$ cat src/rtl/uart_point_decoder.sv
// Byte-stream decoder for the vector display path: hunts for a 4x0x00 frame marker, then packs
// 4-byte words into {frame, x, y, color} entries queued in a first-word-fall-through FIFO.
module uart_point_decoder #(
    parameter int FIFO_DEPTH   = 16,
    parameter int TIMEOUT_CLKS = 1024
) (
    input  logic        i_Clock,
    input  logic        i_Reset,
    input  logic        i_Rx_DV,
    input  logic [7:0]  i_Rx_Byte,
    output logic        o_Pt_Valid,
    input  logic        i_Pt_Ready,
    output logic        o_Pt_Frame,
    output logic [11:0] o_Pt_X,
    output logic [11:0] o_Pt_Y,
    output logic [7:0]  o_Pt_Color,
    output logic        o_Locked,
    output logic        o_Overflow
);
    localparam int          AW       = $clog2(FIFO_DEPTH);
    localparam logic [15:0] TCNT_MAX = 16'(TIMEOUT_CLKS - 1);
    localparam logic [32:0] MARKER   = {1'b1, 32'd0};

    typedef enum logic {S_HUNT, S_LOCKED} state_t;

    state_t      state_q, state_d;
    logic [1:0]  zcnt_q, zcnt_d;
    logic [1:0]  idx_q, idx_d;
    logic [23:0] bytes_q, bytes_d;
    logic [15:0] tcnt_q, tcnt_d;
    logic        push;
    logic [32:0] push_data;
    logic [31:0] word;

    // The first three bytes live in bytes_q; the fourth is taken straight off the bus.
    assign word = {bytes_q, i_Rx_Byte};

    always_comb begin
        state_d   = state_q;
        zcnt_d    = zcnt_q;
        idx_d     = idx_q;
        bytes_d   = bytes_q;
        tcnt_d    = tcnt_q;
        push      = 1'b0;
        push_data = '0;
        if (i_Rx_DV) begin
            tcnt_d = '0;
        end
        case (state_q)
            S_HUNT: begin
                if (i_Rx_DV) begin
                    if (i_Rx_Byte != 8'h00) begin
                        zcnt_d = 2'd0;
                    end else if (zcnt_q == 2'd3) begin
                        push      = 1'b1;
                        push_data = MARKER;
                        state_d   = S_LOCKED;
                        idx_d     = 2'd0;
                        zcnt_d    = 2'd0;
                    end else begin
                        zcnt_d = zcnt_q + 2'd1;
                    end
                end
            end
            S_LOCKED: begin
                if (i_Rx_DV) begin
                    bytes_d = {bytes_q[15:0], i_Rx_Byte};
                    idx_d   = idx_q + 2'd1;
                    if (idx_q == 2'd3) begin
                        push      = 1'b1;
                        push_data = (word == 32'd0) ? MARKER : {1'b0, word};
                    end
                end else if (idx_q != 2'd0) begin
                    // A strobe in the expiry cycle wins because this branch only runs without one.
                    if (tcnt_q == TCNT_MAX) begin
                        state_d = S_HUNT;
                        idx_d   = 2'd0;
                        zcnt_d  = 2'd0;
                        tcnt_d  = '0;
                    end else begin
                        tcnt_d = tcnt_q + 16'd1;
                    end
                end
            end
            default: state_d = S_HUNT;
        endcase
    end

    logic [32:0] mem_q [FIFO_DEPTH];
    logic [AW:0] wr_ptr_q, rd_ptr_q;
    logic        overflow_q;
    logic        full, empty, pop, wr_en;
    logic [32:0] head;

    assign empty = (wr_ptr_q == rd_ptr_q);
    assign full  = (wr_ptr_q[AW] != rd_ptr_q[AW]) && (wr_ptr_q[AW-1:0] == rd_ptr_q[AW-1:0]);
    assign pop   = !empty && i_Pt_Ready;
    // A simultaneous pop frees the slot the push lands in, so only full-without-pop drops.
    assign wr_en = push && (!full || pop);

    always_ff @(posedge i_Clock or posedge i_Reset) begin
        if (i_Reset) begin
            state_q    <= S_HUNT;
            zcnt_q     <= '0;
            idx_q      <= '0;
            bytes_q    <= '0;
            tcnt_q     <= '0;
            wr_ptr_q   <= '0;
            rd_ptr_q   <= '0;
            overflow_q <= 1'b0;
        end else begin
            state_q <= state_d;
            zcnt_q  <= zcnt_d;
            idx_q   <= idx_d;
            bytes_q <= bytes_d;
            tcnt_q  <= tcnt_d;
            if (wr_en) begin
                wr_ptr_q <= wr_ptr_q + 1'b1;
            end
            if (pop) begin
                rd_ptr_q <= rd_ptr_q + 1'b1;
            end
            if (push && !wr_en) begin
                overflow_q <= 1'b1;
            end
        end
    end

    always_ff @(posedge i_Clock) begin
        if (wr_en) begin
            mem_q[wr_ptr_q[AW-1:0]] <= push_data;
        end
    end

    // Storage is not reset, so the head is masked to zero whenever the FIFO is empty.
    assign head = empty ? '0 : mem_q[rd_ptr_q[AW-1:0]];
    assign {o_Pt_Frame, o_Pt_X, o_Pt_Y, o_Pt_Color} = head;
    assign o_Pt_Valid = !empty;
    assign o_Locked   = (state_q == S_LOCKED);
    assign o_Overflow = overflow_q;
endmodule

$ cat config.mk
export PLATFORM = sky130hd
export DESIGN_NAME = uart_point_decoder
export DESIGN_NICKNAME = d
export VERILOG_FILES = /design/src/rtl/uart_point_decoder.sv
export SDC_FILE = /design/constraint.sdc
export NUM_CORES = 1
export LEC_CHECK = 0
export ABC_CLOCK_PERIOD_IN_PS = 8950
export CELL_PAD_IN_SITES_DETAIL_PLACEMENT = 0
export CELL_PAD_IN_SITES_GLOBAL_PLACEMENT = 1
export CORE_UTILIZATION = 45
export CTS_CLUSTER_DIAMETER = 100
export CTS_CLUSTER_SIZE = 10
export DETAILED_ROUTE_END_ITERATION = 10
export PLACE_DENSITY_LB_ADDON = 0.1
export SLEW_MARGIN = 10
export SYNTH_ARGS = -nofsm -noshare
export SYNTH_HDL_FRONTEND = slang
export SYNTH_SLANG_ARGS = --single-unit
$ cat constraint.sdc
create_clock -name i_Clock -period 8.95 [get_ports i_Clock]
set_input_delay 1.3425 -clock i_Clock [delete_from_list [all_inputs] [get_ports i_Clock]]
set_output_delay 1.3425 -clock i_Clock [all_outputs]
set_load 0.02 [all_outputs]
==> results.md, run 1 <==
| Quantity | Reported | Unit |
| --- | --- | --- |
| Final setup slack of the worst path | 3.36 | ns |
| Unrepaired setup endpoints after global routing | no | - |
| Number of failing hold endpoints at the final stage | 0 | - |
| Tot Pwr | 6.32 | mW |
| Die Width | 227 | um |
| Critical Path Slowest Stage Cell | dfrtp_4 | - |
| Gate power share | 0.140 | - |
| Status | finished, final reports clean | - |
| Post-CTS Resized | 0 | - |
| P per Cell Area | 246 | mW/mm^2 |
| Worst hold path depth | 1 | - |
| Clk_lat worst skew | 0.58 | ns |
| Gp weighted congestion | 0.735 | - |
| Share of final-layout standard cells stronger than drive strength 1 | 0.222 | - |
| Final #Nets | 1199 | - |
| Avg Synthesized Cell Area | 20.4 | sq um |
| Worst path arrival time | 4.25 | ns |
| Worst-case clock buffer depth | 3 | - |
| Netlist area before placement | 0.0227 | sq mm |
| Leading register cell type out of synthesis | edfxtp_1 | - |
| Number of H-tree levels | 3 | - |
| Fill count | 3925 | - |
| Sink Count | 584 | - |
| Largest net degree at the start of global routing | 96 | - |
| CTS Root Cell | clkbuf_16 | - |
| Number of max-slew violations in the final report | 0 | - |
| Io pins | 48 | - |
| Leakage power of the design | 6.97 | nW |
| Sum Neg Setup Slack | 0 | ns |
| Proportion of register bits with asynchronous set or reset after synthesis | 0.0959 | - |
| Final worst path period need | 5.59 | ns |
| Remaining number of nets flagged by the antenna check after routing | 0 | - |
| Number of buffers created by CTS | 68 | - |
| Register area share after synthesis | 0.759 | - |
| Number of antenna violations at the first check in global routing | 0 | - |
| DR DRC count | 0 | - |
| Finish-stage setup viols | 0 | - |
| GRT Max-Usage Layer | met2 | - |
| Hold Crit Class | register to register | - |
| Mapped Nets | 1136 | - |
| Final global-route overflow total | 0 | - |
| Avg Vias per Cell | 5.68 | - |
| Met1 routing resource usage after global routing | 0.276 | - |
| Post-cts hold buffer count | 0 | - |
| Synthesis-to-finish area growth | 13.1 | % |
| Clock transition time at the flip-flop clock pins of the worst setup and hold paths | 0.06 | ns |
| Synth warn | 0 | - |
| Largest voltage drop on the vdd net | 260 | uV |
| Syn Inst Count | 1112 | - |
| Clock share of power | 0.382 | - |
| Endpoint of the most critical register-to-register path | mem_q[7][14] | - |
| Worst max-slew margin expressed relative to the limit | 0.207 | - |
| Endpoint of the worst hold path | rd_ptr_q[4] | - |
| CP max stage delay | 1.00 | ns |
| Top area cells in the synthesized netlist | edfxtp_1 70%, mux4_2 13%, dfrtp_1 6.2%, o22ai_1 1.8%, mux2_2 1.2% | - |
| Beginning of the worst register-to-register path | o_Locked | - |
| Fraction of synthesized cell area taken by the top area cell type | 0.698 | - |
| Overall fraction of global-route tracks in use | 0.208 | - |
| DP Wirelength | 27.9 | mm |
| Maximum Capacitance Violations | 0 | - |
| WL/cell | 27.0 | um |
| Worst Tran Pin Value | 1.19 | ns |
| Pre-CTS worst setup slack | 3.10 | ns |
| Critical path start-end classification | register to primary output | - |
| Launch instance of the worst min-delay path | rd_ptr_q[4] | - |
| Worst-path maximum fanout | 95 | - |
| Sum of routed wire length over all layers | 50.5 | mm |
| Grt met3 use | 0.0305 | - |
| Peak clock frequency supported by timing | 179 | MHz |
| Final Cycle Share | 0.625 | - |
| Sw Share | 0.255 | - |
| Number of core rows | 81 | - |
| Number of setup buffers added after CTS | 0 | - |
| Setup clock skew after layout | 0.0182 | ns |
| Buffering stage count on the worst path with inverters included | 2 | - |
| CTS tree | yes | - |
| Endpoint kind of the worst setup timing path | primary output | - |
| Internal Power | 4.71 | mW |
| Net switching power | 1.61 | mW |
| Die area | 0.0514 | sq mm |
| Cells along the critical path | buf_12, mux4_2, o22ai_1, nor3_1, clkdlybuf4s50_1 | - |
| Height of the chip | 227 | um |
| Number of register bits inferred by synthesis | 584 | - |
| Unique masters post-synth | 47 | - |
| Seq pwr share | 0.478 | - |
| Number of vias in the routed layout | 10600 | - |
| Vias in the first global route | 11300 | - |
| Number of input and output port buffers inserted | 47 | - |
| Initial core utilization | 0.460 | - |
| Register cell area after layout | 0.0173 | sq mm |
| Detailed-routing iteration count for the pre-antenna-repair pass | 5 | - |
| Std-Cell Core Area | 0.0494 | sq mm |
| Kind of start point of the critical path | register | - |
| M2 GR Usage | 0.349 | - |
| Total area of multi-input combinational cells | 0.00516 | sq mm |
| CP top delay family | buffers and inverters | - |
| Initial detailed-routing violation count | 757 | - |
| Largest area contributor in the synthesized netlist | edfxtp_1 | - |
| First-pass GRT wire length | 75.6 | mm |
| Required time worst endpoint | 7.61 | ns |
| Number of enable-type register cells in the synthesized netlist | 528 | - |
| Diode count | 0 | - |
| Count of cells along the worst register-to-register path | 4 | - |
| Reg-to-reg setup timing slack | 4.77 | ns |
==> cell type report <==
class | count | share of cell area
clock inverters | 3 | 0.00102
well taps | 664 | 0.0323
flip-flops and latches | 584 | 0.672
multi-input cells | 455 | 0.201
inverters | 11 | 0.00161
clock buffers | 100 | 0.0717
repair buffers | 55 | 0.0211
==> metal layers <==
| layer | share of wire | vias up | wire length [um] |
|---|---|---|---|
| li1 | - | 4692 | - |
| met3 | 0.035 | 83 | 1770 |
| met4 | 0.026 | 0 | 1320 |
| met2 | 0.51 | 196 | 26000 |
| met5 | 0 | - | 0 |
| met1 | 0.42 | 5667 | 21400 |
==> power groups by stage <==
| stage | logic (mW) | clock network, mW | registers [mW] |
|---|---|---|---|
| after detailed placement | 0.907 | 0 | 3.08 |
| after global placement | 0.908 | 0 | 3.08 |
| final | 0.886 | 2.42 | 3.02 |
| after global routing | 0.946 | 2.57 | 3.03 |
| after CTS | 0.908 | 2.47 | 3.02 |
| after floorplan | 0.708 | 0 | 3.01 |
==> through the flow <==
stage	instance area, sq um	utilization	instances	hold WS, ns
6_report	25700	0.521	1872	0.490
5_1_grt	25700	0.521	1872	0.500
4_1_cts	25700	0.521	1872	0.492
3_5_place_dp	23800	0.483	1769	0.467
3_3_place_gp	23800	0.483	1769	0.475
2_1_floorplan	22700	-	1112	0.460
==> how the worst max path moves through the flow <==
stage | from | to | slack [ns] | depth (start not counted)
finish | rd_ptr_q[0] | o_Pt_X[7] | 3.36 | 5
global route | rd_ptr_q[0] | o_Pt_X[7] | 3.11 | 5
CTS | rd_ptr_q[1] | o_Pt_Y[1] | 3.28 | 5
detailed placement | i_Rx_DV | mem_q[6][17] | 3.10 | 5
global placement | i_Rx_DV | mem_q[13][6] | 3.25 | 5
floorplan | i_Rx_Byte[0] | mem_q[3][0] | 4.03 | 6
==> layout by cell type (no fill, tap or decap), drive strengths merged, types with 13 or more instances in the layout <==
master         Yosys  routed
o22ai             66      66
nand2             18      18
mux2              25      25
dfrtp             56      56
xor2              15      15
clkdlybuf4s50      0      47
nor2              27      27
mux4             132     132
clkbuf            31     100
and3              18      18
edfxtp           528     528
nor3              36      36
and2              35      35
inv               11      13
==> cells in the mapped netlist, types with 3 or more instances <==
library cell and n:
edfxtp_1 528, nand2b_1 4, or2_2 3, nand4_1 8, buf_1 3, mux2_2 24, nor3_1 36, xor2_1 15
o22ai_1 66, and2_1 35, nor4_1 9, o21ai_0 3, ha_1 12, a21oi_1 7, buf_4 8, inv_1 10
mux4_2 132, nand3_1 5, nand2_1 17, buf_2 18, and3_1 18, clkbuf_1 30, dfrtp_1 56, nor2_1 27
xnor2_1 9
==> cells by family after synthesis <==
logic type                 Yosys count  share of synthesized area
and+or+nand+nor                    174                     0.0419
DFF                                584                      0.759
AOI/OAI and AO/OA                   87                     0.0243
muxes                              158                      0.144
adders and majority gates           12                    0.00661
xor gates and xnor gates            24                    0.00925
buffers and inverters               73                     0.0151
==> flip-flops by register name, summed over array words and instances (netlist names) <==
signal	count
o_Overflow	1
bytes_q	24
tcnt_q	16
o_Locked	1
zcnt_q	2
idx_q	2
mem_q	528
rd_ptr_q	5
wr_ptr_q	5
Note: power is estimated with default switching activity, not from simulation.
==> inputs of run 2 (changes only) <==
- ABC_CLOCK_PERIOD_IN_PS: 8950 -> 5160
- clock period: 8.95 -> 5.16 ns (I/O delays scaled with it)
==> run 2 against run 1 <==
  * Register-to-register slack worse by 2.8 ns
  * Worst hold slack better by 0.0017 ns
  * Count of clock-buffer cells in the layout up 8
  * Via count up 3.0%
  * Clock skew up 0.0048 ns
  * Die area unchanged
  * Cell area up 1.9%
  * Worst setup slack worse by 2.8 ns
  * Core utilization up 0.97 points
  * Clock power up 79%
  * Sequential share of layout area down 1.2 points
  * Critical endpoint is now o_Pt_Y[9]
  * Largest cell class unchanged
  * Largest power group unchanged
==> results.md, run 2 (same netlist as run 1, synthesis figures left out) <==
| Quantity | Reported | Unit |
| --- | --- | --- |
| Io pins | 48 | - |
| Number of H-tree levels | 3 | - |
| Largest voltage drop on the vdd net | 297 | uV |
| Endpoint kind of the worst setup timing path | primary output | - |
| Cell count after placement | 1792 | - |
| Largest net degree at the start of global routing | 66 | - |
| Worst path arrival time | 3.86 | ns |
| Critical path start-end classification | register to primary output | - |
| Pre-CTS worst setup slack | 1.05 | ns |
| Number of cells in the finished layout apart from fillers | 1905 | - |
| Worst-path maximum fanout | 42 | - |
| DP Wirelength | 29.3 | mm |
| Die Width | 227 | um |
| Synthesis-to-finish area growth | 15.2 | % |
| Avg Vias per Cell | 5.75 | - |
| Overall fraction of global-route tracks in use | 0.214 | - |
| Post-cts hold buffer count | 0 | - |
| Max reg flops | 528 | - |
| Vias in the first global route | 11500 | - |
| Final worst path period need | 4.63 | ns |
| Most common library cell in the layout ignoring fill and taps | edfxtp_1 | - |
| Total non-filler cell area in the finished layout | 0.0262 | sq mm |
| Status | finished, final reports clean | - |
| Final Cycle Share | 0.897 | - |
| Final #Nets | 1222 | - |
| Number of setup buffers added after CTS | 0 | - |
| Worst-case clock buffer depth | 3 | - |
| Leakage power of the design | 7.19 | nW |
| Clock share of power | 0.386 | - |
| Diode count | 0 | - |
| Sink Count | 584 | - |
| Tot Pwr | 11.2 | mW |
| Number of max-slew violations in the final report | 0 | - |
| Clk_lat worst skew | 0.60 | ns |
| Seq pwr share | 0.477 | - |
| Hold Crit Class | register to register | - |
| Std-Cell Core Area | 0.0494 | sq mm |
| Worst setup path start | rd_ptr_q[1] | - |
| Met1 wire length | 23.4 | mm |
| Share of final-layout standard cells stronger than drive strength 1 | 0.238 | - |
| Remaining number of nets flagged by the antenna check after routing | 0 | - |
| Kind of start point of the critical path | register | - |
| First-pass GRT wire length | 77.7 | mm |
| Internal Power | 8.29 | mW |
| Height of the chip | 227 | um |
| CTS Root Cell | clkbuf_16 | - |
| Number of buffers created by CTS | 68 | - |
| Peak clock frequency supported by timing | 216 | MHz |
| Setup clock skew after layout | 0.0230 | ns |
| Final global-route overflow total | 0 | - |
| Number of failing hold endpoints at the final stage | 0 | - |
| CTS tree | yes | - |
| Standard cell area after detailed placement | 0.0242 | sq mm |
| Sw Share | 0.258 | - |
| Initial detailed-routing violation count | 901 | - |
| DR DRC count | 0 | - |
| Top layer in use | met4 | - |
| WL/cell | 27.5 | um |
| Worst max-slew margin expressed relative to the limit | 0.385 | - |
| Post-CTS Resized | 0 | - |
| Worst Tran Pin Value | 0.914 | ns |
| Final setup slack of the worst path | 0.531 | ns |
| Number of core rows | 81 | - |
| Beginning of the worst register-to-register path | rd_ptr_q[1] | - |
| Die area | 0.0514 | sq mm |
| Unrepaired setup endpoints after global routing | no | - |
| Initial core utilization | 0.460 | - |
| Launch instance of the worst min-delay path | wr_ptr_q[4] | - |
| Net switching power | 2.89 | mW |
| Finish-stage setup viols | 0 | - |
| Detail Route met3 WL | 2.38 | mm |
| Number of vias in the routed layout | 11000 | - |
| Most frequent cells in the layout | 528 x edfxtp_1, 132 x mux4_2, 71 x clkbuf_16 | - |
| Core Util, Final | 0.531 | - |
| Maximum Capacitance Violations | 0 | - |
| Sum Neg Setup Slack | 0 | ns |
| Gp weighted congestion | 0.729 | - |
| Detailed-routing iteration count for the pre-antenna-repair pass | 5 | - |
| Smallest hold slack | 0.491 | ns |
| P per Cell Area | 427 | mW/mm^2 |
| Required time worst endpoint | 4.39 | ns |
| Sum of routed wire length over all layers | 52.3 | mm |
| Met2 wire length | 25.7 | mm |
| Clock transition time at the flip-flop clock pins of the worst setup and hold paths | 0.05 | ns |
| Gate power share | 0.137 | - |
| Number of antenna violations at the first check in global routing | 0 | - |
| Number of input and output port buffers inserted | 47 | - |
==> run 2: changes by cell type in the layout (fill, tap and decap cells not counted) <==
cell / change
buf_12: +16
clkbuf_16: +2
clkbuf_1: +6
buf_4: +7
clkinv_8: +2
==> run 2: worst max-delay path, cell delays in order (launching register included) <==
cell,delay (ns)
dfrtp_4,0.89
xor2_1,0.16
nor4_2,0.38
and2_2,0.68
buf_4,0.42
nor3_1,0.14
clkdlybuf4s50_1,0.56
==> run 2: routing by layer <==
metal | vias to the layer above | track usage
met4 | 0 | 0.0519
met5 | - | 0
met1 | 5879 | 0.305
met2 | 267 | 0.344
li1 | 4746 | -
met3 | 62 | 0.0378
==> run 2: power groups by stage <==
stage          registers [mW]  logic [mW]  clock network (mW)
2_1_floorplan            5.22        1.23                   0
3_3_place_gp             5.43        1.58                   0
3_5_place_dp             5.44        1.58                   0
4_1_cts                  5.34        1.58                4.41
5_1_grt                  5.35        1.65                4.58
6_report                 5.33        1.53                4.32
==> run 2: area by class of cell <==
class,instances,area (sq um)
fillers,3926,23200
flip-flops and latches,584,17300
repair buffers,78,916
inverters,11,41.3
multi-input cells,455,5160
well taps,664,831
clock buffers,108,1920
clock inverters,5,58.8
==> run 2: final timing paths <==
kind	to	slack, ns	cells past startpoint
setup / recovery	o_Pt_Y[9]	0.53	6
hold / removal	wr_ptr_q[4]	0.49	1
setup reg to reg	rd_ptr_q[1]	1.98	7
hold reg to reg	wr_ptr_q[4]	0.49	1
max in group asynchronous	rd_ptr_q[1]	3.64	3
min in group asynchronous	zcnt_q[1]	0.68	2
==> inputs of run 3 (changes only) <==
- SKIP_LAST_GASP: not set -> 1
==> results of run 3 <==
Same layout as run 2: the final DEF is identical, and so are final timing and power.
